--- src/rtl/bundle_sum_accum.sv ---
// Frame accumulator for 4-bit adder sums: running sum, max and count,
// held for a valid/ready handshake once the frame closes.
module bundle_sum_accum #(
  parameter int FRAME_LEN = 4
) (
  input  logic       clock,
  input  logic       reset,
  input  logic [3:0] io_in_bits,
  input  logic       io_in_valid,
  output logic       io_in_ready,
  input  logic       io_flush,
  output logic       io_out_valid,
  input  logic       io_out_ready,
  output logic [7:0] io_out_sum,
  output logic [3:0] io_out_max,
  output logic [4:0] io_out_count
);

  localparam logic [4:0] FL = 5'(FRAME_LEN);

  typedef enum logic {
    ACCUM = 1'b0,
    HOLD  = 1'b1
  } state_t;

  state_t     state_q, state_d;
  logic [7:0] sum_q, sum_d;
  logic [3:0] max_q, max_d;
  logic [4:0] cnt_q, cnt_d;

  logic       acc;
  logic [7:0] sum_acc;
  logic [3:0] max_acc;
  logic [4:0] cnt_acc;
  logic       close;

  assign acc     = (state_q == ACCUM) && io_in_valid;
  assign sum_acc = sum_q + {4'b0000, io_in_bits};
  assign max_acc = (io_in_bits > max_q) ? io_in_bits : max_q;
  assign cnt_acc = cnt_q + 5'd1;

  // A flush closes the frame only if it holds at least one sample,
  // counting a sample accepted on the same edge.
  assign close = (acc && (cnt_acc == FL)) ||
                 (io_flush && ((cnt_q != 5'd0) || acc));

  always_comb begin
    state_d = state_q;
    sum_d   = sum_q;
    max_d   = max_q;
    cnt_d   = cnt_q;
    unique case (state_q)
      ACCUM: begin
        if (acc) begin
          sum_d = sum_acc;
          max_d = max_acc;
          cnt_d = cnt_acc;
        end
        if (close) state_d = HOLD;
      end
      HOLD: begin
        if (io_out_ready) begin
          state_d = ACCUM;
          sum_d   = 8'd0;
          max_d   = 4'd0;
          cnt_d   = 5'd0;
        end
      end
      default: state_d = ACCUM;
    endcase
  end

  always_ff @(posedge clock) begin
    if (!reset) begin
      state_q <= ACCUM;
      sum_q   <= 8'd0;
      max_q   <= 4'd0;
      cnt_q   <= 5'd0;
    end else begin
      state_q <= state_d;
      sum_q   <= sum_d;
      max_q   <= max_d;
      cnt_q   <= cnt_d;
    end
  end

  assign io_in_ready  = (state_q == ACCUM);
  assign io_out_valid = (state_q == HOLD);
  assign io_out_sum   = sum_q;
  assign io_out_max   = max_q;
  assign io_out_count = cnt_q;

endmodule

--- config.mk ---
export PLATFORM = sky130hd
export DESIGN_NAME = bundle_sum_accum
export DESIGN_NICKNAME = d
export VERILOG_FILES = /design/src/rtl/bundle_sum_accum.sv
export SDC_FILE = /design/constraint.sdc
export NUM_CORES = 1
export LEC_CHECK = 0
export ABC_AREA = 1
export CAP_MARGIN = 15
export CORE_AREA = 2 2 57 48
export DETAILED_ROUTE_END_ITERATION = 10
export DIE_AREA = 0 0 59 50
export PLACE_DENSITY = 0.82
export SYNTH_ARGS = -nofsm -noshare
export SYNTH_HDL_FRONTEND = slang
export SYNTH_SLANG_ARGS = --single-unit
--- constraint.sdc ---
create_clock -name clock -period 1.9 [get_ports clock]
set_input_delay 0.285 -clock clock [delete_from_list [all_inputs] [get_ports clock]]
set_output_delay 0.285 -clock clock [all_outputs]
set_load 0.005 [all_outputs]
==> flow_summary.json, run 1 <==
{
  "numCtsBuffers": 3,
  "status": "complete, no violations",
  "initial_utilization_pct": 45.3,
  "hold_viol_final": 0,
  "max_freq_mhz": 609,
  "final_nets": 199,
  "path_clk_slew_ns": 0.11,
  "detail_route.wl_per_cell_um": 13.0,
  "cts_setup_buffers": 0,
  "netlist.top_cell.by_area": "dfxtp_1",
  "p_leak_nw": 0.610,
  "holdBufCountCts": 0,
  "drt_pass1_iterations": 5,
  "route.top_layer_used": "met4",
  "wl_met1_mm": 1.16,
  "cts_buffer_depth": 2,
  "track_usage_pct": 19.6,
  "synth_top_area_share_pct": 33.7,
  "vdd.ir_drop.worst_v": 0.000425,
  "drive_gt1_share_pct": 9.04,
  "synth_async_sr_flop_share_pct": 0,
  "synth_top_flop_cell": "dfxtp_1",
  "synth.area.top_cells": "dfxtp_1, ha_1, a21oi_1",
  "skew_ns": 0.00127,
  "wl_met3_um": 193,
  "finalCriticalPeriod_ns": 1.64,
  "worstMarginPinSlew_ns": 0.377,
  "synth_area_um2": 1070,
  "ys_warn_count": 0,
  "vias_per_cell": 5.36,
  "setup_ws_ns": 0.258,
  "drt-initial-drc-count": 39,
  "arrival_ns": 1.36,
  "crit_type": "reg2out",
  "core-area_um2": 2360,
  "synth_fp_nets": 165,
  "seq_area_frac_synth_pct": 33.7,
  "synth.avg_cell_area_um2": 7.43,
  "fin_area_um2": 1430,
  "post-dp-hpwl_mm": 2.01,
  "core.rowCount": 16,
  "cts_tree": "done",
  "clock_latency_ns": 0.30,
  "wirelength_mm": 2.65,
  "cp-end-kind": "output pin",
  "p_per_area_nw_per_um2": 643,
  "portBuffers": 27,
  "ys_types": 20,
  "cts-root-buf": "clkbuf_4",
  "grt_pass1_wl_mm": 4.42,
  "path_max_fanout": 6,
  "dp_slack_ns": -0.0615,
  "synthCells": 144,
  "multi_input_area_um2": 628,
  "gp_congestion": 0.869,
  "min_period_over_period_pct": 86.4,
  "setup_violations": 0,
  "rsz0062_at_grt": "no",
  "die-height_um": 50,
  "drcViolationCount": 0,
  "max_cap_viol_count": 0,
  "crit_required_ns": 1.62,
  "dr_wl_met2_mm": 1.26,
  "regArea_um2": 360,
  "clock-sinks": 18,
  "die_w_um": 59,
  "overflow": 0,
  "n_antenna_cell": 0,
  "final_antenna_net_count": 0,
  "tns_ns": 0,
  "io_pins": 28,
  "filler_cell_count": 217,
  "cts_resized": 0,
  "slew_headroom_pct": 74.9,
  "finalMaxSlewViolations": 0,
  "vias": 1094,
  "htree_levels": 1,
  "synth_edf_count": 0,
  "grt_start_max_net_pins": 13,
  "hold_path_class": "reg2reg",
  "dpl_cell_area_um2": 1390,
  "syn_to_final_growth_pct": 33.6,
  "antenna_found_initial": 0,
  "grt_pass1_vias": 1040,
  "synth-seq-cells": 18,
  "die_area_um2": 2950,
  "start_kind": "register"
}
==> routing by layer <==
layer  vias to the layer above  GRT usage (%)
met1                       490           23.5
met3                        11           6.04
met4                         0           3.41
met2                        48           34.3
met5                         -              0
li1                        545              -
==> final cells by class <==
cell class                 instances  area share [%]
sequential                        18            25.2
clock buffer                       4            2.54
tap                               27            2.36
multi-input combinational        105            44.0
inverter                          20            5.43
timing repair buffer              30            20.5
==> metrics by stage <==
stage	hold WS, ns	total power, mW	instances	util (%)
3_5_place_dp	0.466	0.683	200	59.0
3_3_place_gp	0.456	0.670	200	59.0
5_1_grt	0.518	0.973	204	60.5
2_1_floorplan	0.423	0.571	144	-
4_1_cts	0.485	0.922	204	60.5
6_report	0.482	0.918	204	60.5
==> critical path, cell delays in order (launching register included) <==
cell,delay [ns]
dfxtp_1,0.39
inv_2,0.15
clkdlybuf4s50_1,0.52
==> synthesized netlist by cell type, types with 2 or more instances <==
master,instances
a21oi_1,22
dfxtp_1,18
ha_1,11
inv_1,17
inv_2,2
nand2_1,29
nand2_4,4
nand3_1,14
nand4_1,5
nor2_1,8
o21ai_0,3
xor2_1,3
==> worst paths after layout <==
path / start / endpoint / slack, ns / cells past startpoint
hold / removal: io_out_sum[6]$_SDFFE_PN0P_ / io_out_sum[6]$_SDFFE_PN0P_ / 0.48 / 2
hold reg to reg: io_out_sum[6]$_SDFFE_PN0P_ / io_out_sum[6]$_SDFFE_PN0P_ / 0.48 / 2
setup reg to reg: io_out_sum[0]$_SDFFE_PN0P_ / io_out_sum[6]$_SDFFE_PN0P_ / 0.39 / 7
setup / recovery: io_out_valid$_SDFF_PN0_ / io_in_ready / 0.26 / 2
==> logic make-up after synthesis <==
logic type	count (synthesis)	share of synthesized area, %
adders and majority gates	12	14.7
buffers and inverters	21	7.60
and+or+nand+nor	63	28.5
DFF	18	33.7
AOI/OAI and AO/OA	27	13.0
xor gates and xnor gates	3	2.46
==> layout by cell type (no fill, tap or decap), drive strengths merged <==
cell type	n
buf	3
o22ai	1
nand3	14
nand2	34
nor2	8
o21ai	3
inv	20
fa	1
nand4	5
ha	11
nand3b	1
xor2	3
clkbuf	4
dfxtp	18
or2	1
a21oi	22
clkdlybuf4s50	27
a21boi	1
==> flip-flops by register name (all words and copies together), names as in the netlist <==
name	count
io_out_sum	8
io_out_count	5
io_out_max	4
io_out_valid	1
==> power breakdown <==
group	switching, mW	internal (mW)	total (mW)
combinational	0.131	0.119	0.250
clock	0.126	0.117	0.243
sequential	0.0259	0.400	0.426
total	0.283	0.636	0.918
(Power assumes the default switching activity.)
==> run 2: changes to the inputs <==
- ABC_CLOCK_PERIOD_IN_PS: unset -> 1900
==> results of run 2 <==
Final layout, timing and power as in run 1 (identical DEF).
==> run 3: changes to the inputs <==
- CORE_AREA: 2 2 57 48 -> 5 5 60 51
- DIE_AREA: 0 0 59 50 -> 0 0 65 56
- RECOVER_POWER: unset -> 100
==> flow_summary.json, run 3 (synthesized netlist as in run 1, its figures left out) <==
{
  "worstMarginPinSlew_ns": 0.479,
  "setup_violations": 0,
  "final_cell_mix": "nand2_1, a21oi_1, dlygate4sd3_1",
  "min_period_over_period_pct": 90.5,
  "n_antenna_cell": 0,
  "p_int_mw": 0.623,
  "core.rowCount": 16,
  "status": "complete, no violations",
  "cp_top_family": "buffers and inverters",
  "cts-root-buf": "clkbuf_4",
  "hold_viol_final": 0,
  "overflow": 0,
  "path_clk_slew_ns": 0.10,
  "vias_per_cell": 5.13,
  "rsz0062_at_grt": "no",
  "max_freq_mhz": 581,
  "crit_chain": "inv_1 -> dlygate4sd3_1",
  "initial_utilization_pct": 44.9,
  "detail_route.wl_per_cell_um": 12.6,
  "crit_required_ns": 1.62,
  "track_usage_pct": 15.2,
  "grt_pass1_vias": 1064,
  "p_leak_nw": 0.652,
  "dpl_cell_area_um2": 1380,
  "io_pins": 28,
  "die_area_um2": 3640,
  "final_nets": 197,
  "seqPwrFrac_pct": 47.6,
  "cts_resized": 0,
  "portBuffers": 27,
  "drive_gt1_share_pct": 6.29,
  "die_w_um": 65,
  "largest_register_ffs": 8,
  "vias": 1036,
  "vdd.ir_drop.worst_v": 0.000479,
  "drt-initial-drc-count": 71,
  "syn_to_final_growth_pct": 31.5,
  "max_cap_viol_count": 0,
  "grt_start_max_net_pins": 13,
  "cpPeakStageDelay_ns": 0.60,
  "numCtsBuffers": 3,
  "p_per_area_nw_per_um2": 632,
  "htree_levels": 1,
  "holdBufCountCts": 0,
  "cts_setup_buffers": 0,
  "power_mw": 0.889,
  "setup_ws_ns": 0.180,
  "cts_tree": "done",
  "dp_slack_ns": -0.100,
  "clock-sinks": 18,
  "p_clk_share_pct": 26.2,
  "cp-end-kind": "output pin",
  "pwr-share-comb_pct": 26.2,
  "fin_area_um2": 1410,
  "core-area_um2": 2380,
  "path_max_fanout": 6,
  "power_switching_mw": 0.267,
  "finalCriticalPeriod_ns": 1.72,
  "cp_slowest_cell": "dlygate4sd3_1",
  "die-height_um": 56,
  "crit_type": "reg2out",
  "finish.utilization_pct": 59.0,
  "skew_ns": 0.00278,
  "slew_headroom_pct": 68.1,
  "final_antenna_net_count": 0,
  "start_kind": "register",
  "swShare_pct": 30.0,
  "post-dp-hpwl_mm": 2.00,
  "drt_pass1_iterations": 4,
  "arrival_ns": 1.44,
  "layout_commonest_cell": "nand2_1",
  "cts_buffer_depth": 2,
  "finalMaxSlewViolations": 0,
  "clock_latency_ns": 0.29,
  "antenna_found_initial": 0,
  "wirelength_mm": 2.54,
  "drcViolationCount": 0,
  "filler_cell_count": 240,
  "grt_pass1_wl_mm": 4.55,
  "hold_path_class": "reg2reg",
  "gp_congestion": 0.894,
  "crit_buf_inv": 2,
  "whs_ns": 0.486
}
## run 3: changes by cell type in the layout (fill, tap and decap cells not counted), sizes merged
cell and change:
clkdlybuf4s50 -20, dlygate4sd3 +20, buf -2
## run 3: path summary, 6_finish.rpt
check	start	endpoint	slack (ns)	depth (start not counted)
setup / recovery	io_out_valid$_SDFF_PN0_	io_in_ready	0.18	2
hold / removal	io_out_sum[2]$_SDFFE_PN0P_	io_out_sum[2]$_SDFFE_PN0P_	0.49	2
setup reg to reg	io_out_sum[0]$_SDFFE_PN0P_	io_out_sum[6]$_SDFFE_PN0P_	0.34	7
hold reg to reg	io_out_sum[2]$_SDFFE_PN0P_	io_out_sum[2]$_SDFFE_PN0P_	0.49	2
## run 3: per-stage QoR
step / setup TNS, ns / std cells
2_1_floorplan: 0 / 144
3_3_place_gp: -0.0131 / 198
3_5_place_dp: -0.139 / 198
4_1_cts: 0 / 202
5_1_grt: 0 / 202
6_report: 0 / 202
## run 3: power by group through the flow
stage,Combinational (mW),Sequential (mW),Clock (mW)
finish,0.233,0.423,0.233
floorplan,0.139,0.432,0
global route,0.261,0.428,0.268
global placement,0.238,0.432,0
detailed placement,0.244,0.434,0
CTS,0.246,0.425,0.243
## run 3: metal layers
| layer | wire length (µm) | track usage [%] | up-vias |
|---|---|---|---|
| met5 | 0 | 0 | - |
| met4 | 19 | 3.61 | 0 |
| met3 | 201 | 6.06 | 6 |
| met2 | 1120 | 23.8 | 39 |
| met1 | 1190 | 19.5 | 450 |
| li1 | - | - | 541 |
## run 3: layout make-up
class / count / area [µm²] / area share (%)
inverters: 20 / 77.6 / 5.52
well taps: 27 / 33.8 / 2.40
clock buffers: 4 / 36.3 / 2.58
multi-input cells: 105 / 621 / 44.1
flip-flops and latches: 18 / 360 / 25.6
repair buffers: 28 / 278 / 19.8
## run 3: worst register-to-register path, cell delays in order (launching register included)
cell and delay (ns):
dfxtp_1 0.35, ha_1 0.22, fa_1 0.41, nand3_1 0.10
nand2_1 0.09, nand3_1 0.10, o21ai_0 0.08, a21oi_1 0.15
